--- config.mk ---
export PLATFORM = sky130hd
export DESIGN_NAME = multi_debouncer
export DESIGN_NICKNAME = d
export VERILOG_FILES = /design/src/rtl/multi_debouncer.sv
export SDC_FILE = /design/constraint.sdc
export NUM_CORES = 1
export LEC_CHECK = 0
export CAP_MARGIN = 0
export CORE_MARGIN = 3
export CORE_UTILIZATION = 50
export DETAILED_ROUTE_END_ITERATION = 7
export GPL_TIMING_DRIVEN = 0
export PLACE_DENSITY = 0.8
export SLEW_MARGIN = 20
export SYNTH_ARGS = -nofsm -noshare
export SYNTH_HDL_FRONTEND = slang
export SYNTH_SLANG_ARGS = --single-unit
--- constraint.sdc ---
create_clock -name clk -period 1.7 [get_ports clk]
set_input_delay 0.17 -clock clk [delete_from_list [all_inputs] [get_ports clk]]
set_output_delay 0.17 -clock clk [all_outputs]
set_load 0.05 [all_outputs]
--- src/rtl/multi_debouncer.sv ---
// multi_debouncer: per-channel push-button conditioner.
// Each channel has a two-flop synchroniser, a stable-count debouncer, and press/release edge pulses.
// Optional feature: define AUTO_REPEAT_EN to build the per-channel auto-repeat generator.
// Without that macro, btn_repeat is tied to 0 and HOLD_CYCLES/REPEAT_CYCLES have no effect.

module multi_debouncer #(
    parameter int unsigned CHANNELS        = 4,
    parameter int unsigned DEBOUNCE_CYCLES = 1000,
    parameter int unsigned HOLD_CYCLES     = 50000,
    parameter int unsigned REPEAT_CYCLES   = 10000
) (
    input  logic                clk,
    input  logic                rst_n,
    input  logic [CHANNELS-1:0] btn_in,
    output logic [CHANNELS-1:0] btn_level,
    output logic [CHANNELS-1:0] btn_press,
    output logic [CHANNELS-1:0] btn_release,
    output logic [CHANNELS-1:0] btn_repeat
);

    localparam int unsigned CW   = $clog2(DEBOUNCE_CYCLES + 1);
    localparam int unsigned RMAX = (HOLD_CYCLES > REPEAT_CYCLES) ? HOLD_CYCLES : REPEAT_CYCLES;
    localparam int unsigned RW   = $clog2(RMAX + 1);

    logic [CHANNELS-1:0] sync1;
    logic [CHANNELS-1:0] sync2;
    logic [CW-1:0]       cnt_q [CHANNELS];
    logic [CW-1:0]       cnt_d [CHANNELS];
    logic [CHANNELS-1:0] level_q;
    logic [CHANNELS-1:0] level_d;
    logic [CHANNELS-1:0] press_q;
    logic [CHANNELS-1:0] press_d;
    logic [CHANNELS-1:0] release_q;
    logic [CHANNELS-1:0] release_d;

    // Two-flop synchroniser for the asynchronous button pins
    always_ff @(posedge clk or negedge rst_n) begin
        if (!rst_n) begin
            sync1 <= '0;
            sync2 <= '0;
        end else begin
            sync1 <= btn_in;
            sync2 <= sync1;
        end
    end

    // Debounce next-state: count consecutive samples that disagree with the accepted level
    always_comb begin
        level_d   = level_q;
        press_d   = '0;
        release_d = '0;
        for (int ch = 0; ch < CHANNELS; ch++) begin
            cnt_d[ch] = cnt_q[ch];
            if (sync2[ch] == level_q[ch]) begin
                cnt_d[ch] = '0;
            end else if (cnt_q[ch] == CW'(DEBOUNCE_CYCLES - 1)) begin
                level_d[ch]   = ~level_q[ch];
                press_d[ch]   = ~level_q[ch];
                release_d[ch] = level_q[ch];
                cnt_d[ch]     = '0;
            end else begin
                cnt_d[ch] = cnt_q[ch] + CW'(1);
            end
        end
    end

    // Debounce state and registered level/edge outputs
    always_ff @(posedge clk or negedge rst_n) begin
        if (!rst_n) begin
            level_q   <= '0;
            press_q   <= '0;
            release_q <= '0;
            for (int ch = 0; ch < CHANNELS; ch++) begin
                cnt_q[ch] <= '0;
            end
        end else begin
            level_q   <= level_d;
            press_q   <= press_d;
            release_q <= release_d;
            for (int ch = 0; ch < CHANNELS; ch++) begin
                cnt_q[ch] <= cnt_d[ch];
            end
        end
    end

    assign btn_level   = level_q;
    assign btn_press   = press_q;
    assign btn_release = release_q;

`ifdef AUTO_REPEAT_EN
    typedef enum logic {
        IDLE  = 1'b0,
        ARMED = 1'b1
    } rep_state_t;

    rep_state_t          rstate_q [CHANNELS];
    rep_state_t          rstate_d [CHANNELS];
    logic [RW-1:0]       rcnt_q   [CHANNELS];
    logic [RW-1:0]       rcnt_d   [CHANNELS];
    logic [CHANNELS-1:0] repeat_q;
    logic [CHANNELS-1:0] repeat_d;

    // Repeat next-state: the incoming level decides, so the release cycle can never repeat
    always_comb begin
        repeat_d = '0;
        for (int ch = 0; ch < CHANNELS; ch++) begin
            rstate_d[ch] = rstate_q[ch];
            rcnt_d[ch]   = rcnt_q[ch];
            if (!level_d[ch]) begin
                rstate_d[ch] = IDLE;
                rcnt_d[ch]   = '0;
            end else if (press_d[ch]) begin
                rstate_d[ch] = ARMED;
                rcnt_d[ch]   = RW'(HOLD_CYCLES - 1);
            end else if (rstate_q[ch] == ARMED) begin
                if (rcnt_q[ch] == '0) begin
                    repeat_d[ch] = 1'b1;
                    rcnt_d[ch]   = RW'(REPEAT_CYCLES - 1);
                end else begin
                    rcnt_d[ch] = rcnt_q[ch] - RW'(1);
                end
            end
        end
    end

    // Repeat state and registered repeat pulse
    always_ff @(posedge clk or negedge rst_n) begin
        if (!rst_n) begin
            repeat_q <= '0;
            for (int ch = 0; ch < CHANNELS; ch++) begin
                rstate_q[ch] <= IDLE;
                rcnt_q[ch]   <= '0;
            end
        end else begin
            repeat_q <= repeat_d;
            for (int ch = 0; ch < CHANNELS; ch++) begin
                rstate_q[ch] <= rstate_d[ch];
                rcnt_q[ch]   <= rcnt_d[ch];
            end
        end
    end

    assign btn_repeat = repeat_q;
`else
    // Repeat timing parameters are still part of the interface but drive nothing here
    logic [RW-1:0] unused_repeat_cfg;
    assign unused_repeat_cfg = RW'(HOLD_CYCLES) ^ RW'(REPEAT_CYCLES);

    assign btn_repeat = '0;
`endif

endmodule
== Word level (Yosys, flattened, before mapping) ==
Index checks and enable logic that the tools add are counted.
Word-level totals
  flip-flop bits (word level): 60
  input bits: 6
  output and inout bits: 16
  logic and storage cells: 60
Operators by class
  multiplexer cells: 24
  add/subtract/negate cells: 4
  reduce and logical (&&, ||, !) cells: 4
  bitwise logic cells: 8
  equal/unequal tests: 8
Operators with widths (number)
  $mux W10: 8
  $add A10 B1 Y10 const B: 4
  $eq A10 B10 Y1 const B: 4
  $mux W1: 16
  $not A1 Y1: 8
  $reduce_and A2 Y1: 4
  $eq A1 B1 Y1: 4

== Depth between registers and ports, before layout ==
  depth after elaboration: 3
  depth in mapped cells: 5
  mapped depth without buffers: 5

== Least setup slack after synthesis ==
Ideal clock, no wire load.
  path type: register -> register
  start point: register cnt_q[0] in the netlist's numbering
  end point: register level_q[3], in the netlist btn_level[3]
  arrival time: 1365 ps
  slack: 211 ps
  buffers on the path: 0
  period minus slack after synthesis: 1489 ps
  data required time: 1575 ps
  library setup time: 125 ps
  cell stages (with the launch flop): 5
  path through: dfrtp_1 > ha_1 > and4bb_2 > nand3_1 > mux2_2
Between the ends
  word-level cells in the longest chain between the ends: 2
Ends and longest elaborated chain
  from (decl): RTL line 27  | logic [CW-1:0] cnt_q [CHANNELS];
  from (signal, indexed assignment): RTL line 81  | cnt_q[ch] <= cnt_d[ch];
  $eq A10 B10 Y1: RTL line 56  | end else if (cnt_q[ch] == CW'(DEBOUNCE_CYCLES - 1)) begin
  $reduce_and A2 Y1 (no source line)
  to (signal assigned): RTL line 77  | level_q <= level_d;
  to (decl): RTL line 29  | logic [CHANNELS-1:0] level_q;
No other way between the ends.
A chain may end at the register's enable or synchronous reset.

== Worst setup path in the final report ==
  start point: register release_q[1], in the netlist btn_release[1]
  end point: output btn_release[1]
RTL lines
  from (decl): RTL line 33  | logic [CHANNELS-1:0] release_q;
  from (signal assigned): RTL line 79  | release_q <= release_d;
  to (decl): RTL line 17  | output logic [CHANNELS-1:0] btn_release,
No word-level cell between the ends.

==> key figures <==
Setup path
  • Crit path max fanout: 1
  • Critical path class: reg2out
  • Top delay family on crit path: buffers and inverters
  • Worst path cell trace: clkdlybuf4s50_1
  • CP peak stage delay: 0.79 ns
  • Worst Path Required: 1.53 ns
  • Critical Path Sink Type: output pin
  • Worst EP arrival: 1.47 ns
  • Worst reg2reg path depth: 4
  • Crit path buf inv count: 1
  • Critical Path Start Type: flop
  • WP depth: 1
  • CP max-delay cell: clkdlybuf4s50_1

Timing
  • Worst slew margin: 0.6392
  • Fin crit share: 0.9634
  • RSZ-0062 raised after global routing: yes
  • Period minus WS final: 1.638 ns
  • WHS: 0.2454 ns
  • Worst Tran Pin Value: 0.5374 ns
  • Endpoints failing setup: 0
  • Fmax: 610.6 MHz
  • Clk_skew: 0.006354 ns
  • Final Hold Vio Count: 0
  • Worst setup margin: 0.06220 ns
  • Fin. max-slew vios: 0

Floorplanning
  • Site Rows: 25
  • Initial core utilization: 0.5396
  • Chip Height: 78.80 µm
  • Die width: 78.80 µm
  • Top Ports: 22
  • Core Region: 4911 µm²
  • Full die area: 6209 µm²

Cells and area
  • Reg area: 1501 µm²
  • Ant. Diodes: 0
  • Final instance area: 3163 µm²
  • Final nets: 288
  • Fillers: 419
  • Area grow syn2layout: 19.36%
  • Area of the multi-input gates: 1107 µm²
  • Share of layout cells above drive strength 1: 0.1095

Route
  • Met2 wire len: 2085 µm
  • ANT nets after route: 0
  • Via count: 1849
  • WL met3: 191 µm
  • DRC: 0
  • Vias per cell: 5.283
  • Metal-1 WL: 2063 µm
  • DRT Pass-1 Iters: 4
  • WL per Instance: 12.59 µm
  • Top Metal Used: met4
  • Wirelength, routed: 4407 µm
  • Initial DRC Count: 48

Global route
  • Initial antenna violation count: 0
  • First-pass GRT wire length: 8073 µm
  • Vias in the first global route: 1798
  • Total grt overflow: 0
  • Largest net degree at the start of global routing: 42
  • Total Routing Usage GR: 0.1666

Synth
  • Post-Syn Instances: 245
  • Mean post-synth cell area: 10.82 µm²
  • Library cells used by synthesis: 35
  • Yosys reg bits: 60
  • Synth warn: 0
  • Mapped Area: 2650 µm²
  • Sequential area share after synthesis: 0.5666

Placed design
  • PortBufs: 17
  • DP Wirelength: 3056 µm
  • DP Area: 2933 µm²
  • Worst slack, placed: 0.08105 ns
  • Routability cong.: 0.8217

CTS
  • H-tree depth: 3
  • Clk_lat worst skew: 0.34 ns
  • CTS tree: yes
  • CTS max path bufs: 2
  • Root buffer cell: clkbuf_8
  • Post-CTS Repair Setup Buffers: 0
  • CTS buffer count: 9
  • # clock sinks: 60
  • Worst-path clk slew: 0.07 ns

Power
  • Worst VDD drop: 0.0009345 V
  • Static leakage: 1.423 nW
  • PwrDens: 961.3 nW/µm²

Worst hold path
  • Worst min path class: in2async

Run
  • Max Cap Viol: 0

Status
  • Status: complete, no violations
-- layout make-up --
type                            count  share of cell area
Timing Repair Buffer               19             0.06171
Inverter                            4            0.004747
Sequential cell                    60              0.4747
Multi-Input combinational cell    179              0.3501
Buffer                              5             0.01187
Clock buffer                        9             0.03916
Clock inverter                      7             0.03125
Tap cell                           67             0.02650
-- power by group --
part	switching (mW)	leakage (nW)	internal [mW]	total (mW)
registers	0.0326	0.810	1.46	1.49
logic	0.0855	0.503	0.0527	0.138
clock network	0.576	0.110	0.834	1.41
total	0.694	1.42	2.35	3.04
-- metrics by stage --
stage          utilization  power, mW  setup TNS, ns  cells
2_1_floorplan            -      1.594              0    248
3_3_place_gp        0.5936      1.650         -84.30    332
3_5_place_dp        0.5972      1.659              0    333
4_1_cts             0.6436      3.083              0    350
5_1_grt             0.6441      3.176       -0.02386    350
6_report            0.6441      3.041              0    350
-- flip-flops by register name (all words and copies together) (netlist names) --
register and cells:
btn_level 4, btn_press 4, cnt_q 40, btn_release 4, sync1 4, sync2 4
-- repair_timing --
action,in CTS,in global routing
gates cloned,0,0
hold buffers,1,0
resized for setup,4,1
setup endpoints to repair,4,5
hold endpoints to repair,19,0
-- final timing paths --
check                          startpoint  slack (ns)              to
max in group asynchronous           rst_n        0.97       cnt_q[11]
min reg2reg                      sync1[0]        0.35        sync2[0]
min                                 rst_n        0.25  btn_release[1]
max                        btn_release[1]        0.06  btn_release[1]
min in group clk                btn_in[3]        0.27        sync1[3]
max reg2reg                      cnt_q[0]        0.07    btn_level[3]
-- layout by cell type (no fill, tap or decap), types with 2 or more instances in the layout --
| cell | count |
|---|---|
| nand3_1 | 23 |
| ha_1 | 4 |
| nor3_1 | 4 |
| mux2_2 | 4 |
| nand4_1 | 5 |
| inv_1 | 4 |
| nor2_1 | 35 |
| and4_1 | 3 |
| nand2b_1 | 2 |
| xnor2_1 | 14 |
| dlygate4sd2_1 | 4 |
| buf_4 | 6 |
| and4bb_2 | 2 |
| clkbuf_8 | 9 |
| nor3b_1 | 9 |
| clkdlybuf4s50_1 | 11 |
| dfrtp_1 | 60 |
| or3_1 | 5 |
| inv_6 | 2 |
| conb_1 | 4 |
| and3_1 | 6 |
| a31oi_1 | 5 |
| nand2_1 | 14 |
| bufinv_16 | 2 |
| a21oi_1 | 8 |
| xor2_1 | 12 |
| o21ai_0 | 5 |
| a22oi_1 | 3 |
-- cells by family after synthesis --
logic type	after synthesis	synth area share
compound gates	25	0.05760
xor+xnor	26	0.08593
fa+ha+maj	4	0.01889
buf+inv	9	0.01983
flops	60	0.5666
mux	4	0.01700
other cells	1	0.001415
simple gates	116	0.2328
-- per-layer routing --
metal / up-vias / global-route usage
met1: 883 / 0.2110
met4: 0 / 0.06818
li1: 926 / -
met3: 10 / 0.05215
met5: - / 0
met2: 30 / 0.2657
-- synthesized netlist by cell type (all sizes together) --
library cell,n,area [µm²]
nand4,5,31.28
or3,5,31.28
mux2,4,45.04
a21o,1,7.510
dfrtp,60,1501
nand3b,1,7.510
ha,4,50.05
o21a,1,7.510
xor2,12,105.1
and4b,1,10.01
nand4bb,1,11.26
conb,1,3.750
inv,4,15.01
o211a,1,10.01
o21ai,5,25.02
nor2,35,131.4
nor3,4,20.02
nor3b,9,67.56
a21oi,8,40.04
buf,5,37.54
and4bb,2,25.02
nand4b,1,8.760
nand3,24,125.1
and3,6,37.54
and2,1,6.260
nand2,15,58.81
a22oi,3,22.52
xnor2,14,122.6
a41oi,1,8.760
nand2b,2,12.51
nor4,1,6.260
and4,3,26.28
a31oi,5,31.28
(Power assumes the default switching activity.)
==> variant, RTL diff (same flow settings) <==
Build with the macro `AUTO_REPEAT_EN` defined.
--- a/src/rtl/multi_debouncer.sv
+++ b/src/rtl/multi_debouncer.sv
@@ -3,4 +3,6 @@
 // Optional feature: define AUTO_REPEAT_EN to build the per-channel auto-repeat generator.
 // Without that macro, btn_repeat is tied to 0 and HOLD_CYCLES/REPEAT_CYCLES have no effect.
+
+`define AUTO_REPEAT_EN
 
 module multi_debouncer #(
Function: no difference found for any inputs over 10 cycles, from zero or initial values and one cycle with rst_n low; that may be too few to reach the edited logic, so the function may still have changed.
==> variant against the unedited design <==
  * The flow now finishes with violations (setup timing)
  * Synthesized area grew 140%
  * Sequential share of layout area shrank 13 points
  * Sequential cell count grew 72
  * Count of clock-buffer cells in the layout grew 10
  * Fmax shrank 27%
  * Register-to-register slack lost 0.61 ns
  * Cell area grew to 3.0 times the old value
  * Total power grew to 2.5 times the old value
  * Non-clock buffer count grew 123
  * Worst hold slack lost 0.076 ns
  * Combinational power grew 47%
  * Clock power grew to 3.0 times the old value
  * Setup slack lost 0.60 ns
  * Wire length grew to 4.8 times the old value
  * Largest cell class is now multi-input combinational cells
==> variant: results (changes against the unedited design) <==
- The worst-case vdd ir drop was 717 uV (was 934 uV).
- The HPWL after detailed placement came to 8860 um (was 3060 um).
- Run status: finished with violations (was finished, final reports clean).
- The maximum fanout along the worst path was 3 (was 1).
- The kind of cell adding the most delay to the critical path is simple AND/OR/NAND/NOR gates (was buffers and inverters).
- The worst hold slack came to 0.169 ns (was 0.245 ns).
- The first-pass GRT wire length came to 28,200 um (was 8070 um).
- The final-report setup violation count came to 68 (was 0).
- The layout filler cell count is 634 (was 419).
- The number of distinct library cells after synthesis is 66 (was 35).
- The worst hold path class was in -> reg (was in -> async).
- The number of H-tree levels is 4 (was 3).
- The count of input and output buffers is 21 (was 17).
- The standard cell with the maximum stage delay on the critical path was or4_4 (was clkdlybuf4s50_1).
- The detailed router's first-iteration violation count is 816 (was 48).
- The depth of the worst register-to-register path is 5 (was 4).
- The share of layout cells above drive strength 1 is 0.416 (was 0.110).
- The number of buffers added by the clock tree synthesis step is 17 (was 9).
- The worst setup margin is -0.537 ns (was 0.0622 ns).
- The number of global-route vias before repair is 5,773 (was 1,798).
- The final reports fail on setup timing.
- The critical register-to-register path startpoint is rcnt_q[26] (was cnt_q[0]).
- Cells taking the most area after synthesis: dfrtp_1 52%, nor2_1 4.5%, xnor2_1 3.0% (was dfrtp_1 57%, nor2_1 5.0%, xnor2_1 4.6%).
- The remaining max-slew budget at the tightest pin is 0.570 (was 0.639).
- The post-synthesis sequential area ratio is 0.516 (was 0.567).
- The longest individual stage delay on the worst path was 0.54 ns (was 0.79 ns).
- The cell-internal power came to 6080 uW (was 2350 uW).
- The adder-cell share of the synthesized area came to 0.0156 (was 0.0189).
- The share of the synthesized area in compound gates (AO/OA/AOI/OAI) is 0.131 (was 0.0576).
- Synth top cells by count: 132 x dfrtp_1, 76 x nor2_1, 46 x nand2_1 (was 60 x dfrtp_1, 35 x nor2_1, 23 x nand3_1).
[variant: cell type report]
class / instances / area, um2 / share of cell area
inverter: 27 / 114 / 0.0119
clock buffer: 19 / 453 / 0.0475
timing repair buffer: 139 / 1220 / 0.128
tap: 168 / 210 / 0.0221
multi-input combinational: 476 / 3910 / 0.410
clock inverter: 13 / 228 / 0.0239
buffer: 8 / 68.8 / 0.00722
sequential: 132 / 3330 / 0.349
[variant: layer usage]
layer / share of wire / routed length, um / global-route usage / vias to the layer above
met1: 0.38 / 8060 / 0.302 / 3210
met2: 0.51 / 10800 / 0.408 / 388
met5: 0 / 0 / 0 / -
li1: - / - / - / 2665
met4: 0.044 / 931 / 0.121 / 0
met3: 0.063 / 1340 / 0.0598 / 107
[variant: power groups by stage]
stage	logic, uW	registers (uW)	clock network [uW]
after floorplan	67.4	3260	0
after global placement	149	3260	0
after detailed placement	164	3270	0
after CTS	189	3220	4220
after global routing	227	3220	4440
final	203	3220	4270
[variant: worst max-delay path by stage]
| stage | start | end | slack (ns) | depth (start not counted) |
|---|---|---|---|---|
| finish | rcnt_q[26] | rcnt_q[31] | -0.54 | 5 |
| global route | rcnt_q[25] | rcnt_q[31] | -0.57 | 5 |
| CTS | rcnt_q[10] | rcnt_q[3] | -0.55 | 6 |
| detailed placement | rcnt_q[8] | rcnt_q[3] | -0.54 | 6 |
| global placement | rst_n | btn_level[0] | -5.04 | 1 |
| floorplan | rcnt_q[26] | rcnt_q[31] | -0.42 | 5 |
[variant: what timing repair did]
item,4_1_cts,5_1_grt
cloned,2,1
pin swaps,55,75
resized for setup,124,124
buffers inserted,65,54
endpoints found under the hold margin,38,0
endpoints found under the setup margin,112,100
hold buffers,1,0
[variant: per-stage QoR]
step	TNS [ns]	std cells
finish	-15.13	982
global route	-19.47	982
CTS	-12.04	934
detailed placement	-20.66	840
global placement	-618.39	839
floorplan	-7.48	650
[variant: cells by family after synthesis]
family                   after synthesis
buffers and inverters                 44
XOR/XNOR                              41
AO/OA/AOI/OAI                        125
adder cells (fa/ha/maj)                8
AND/OR/NAND/NOR                      291
flip-flops                           132
multiplexers                           9
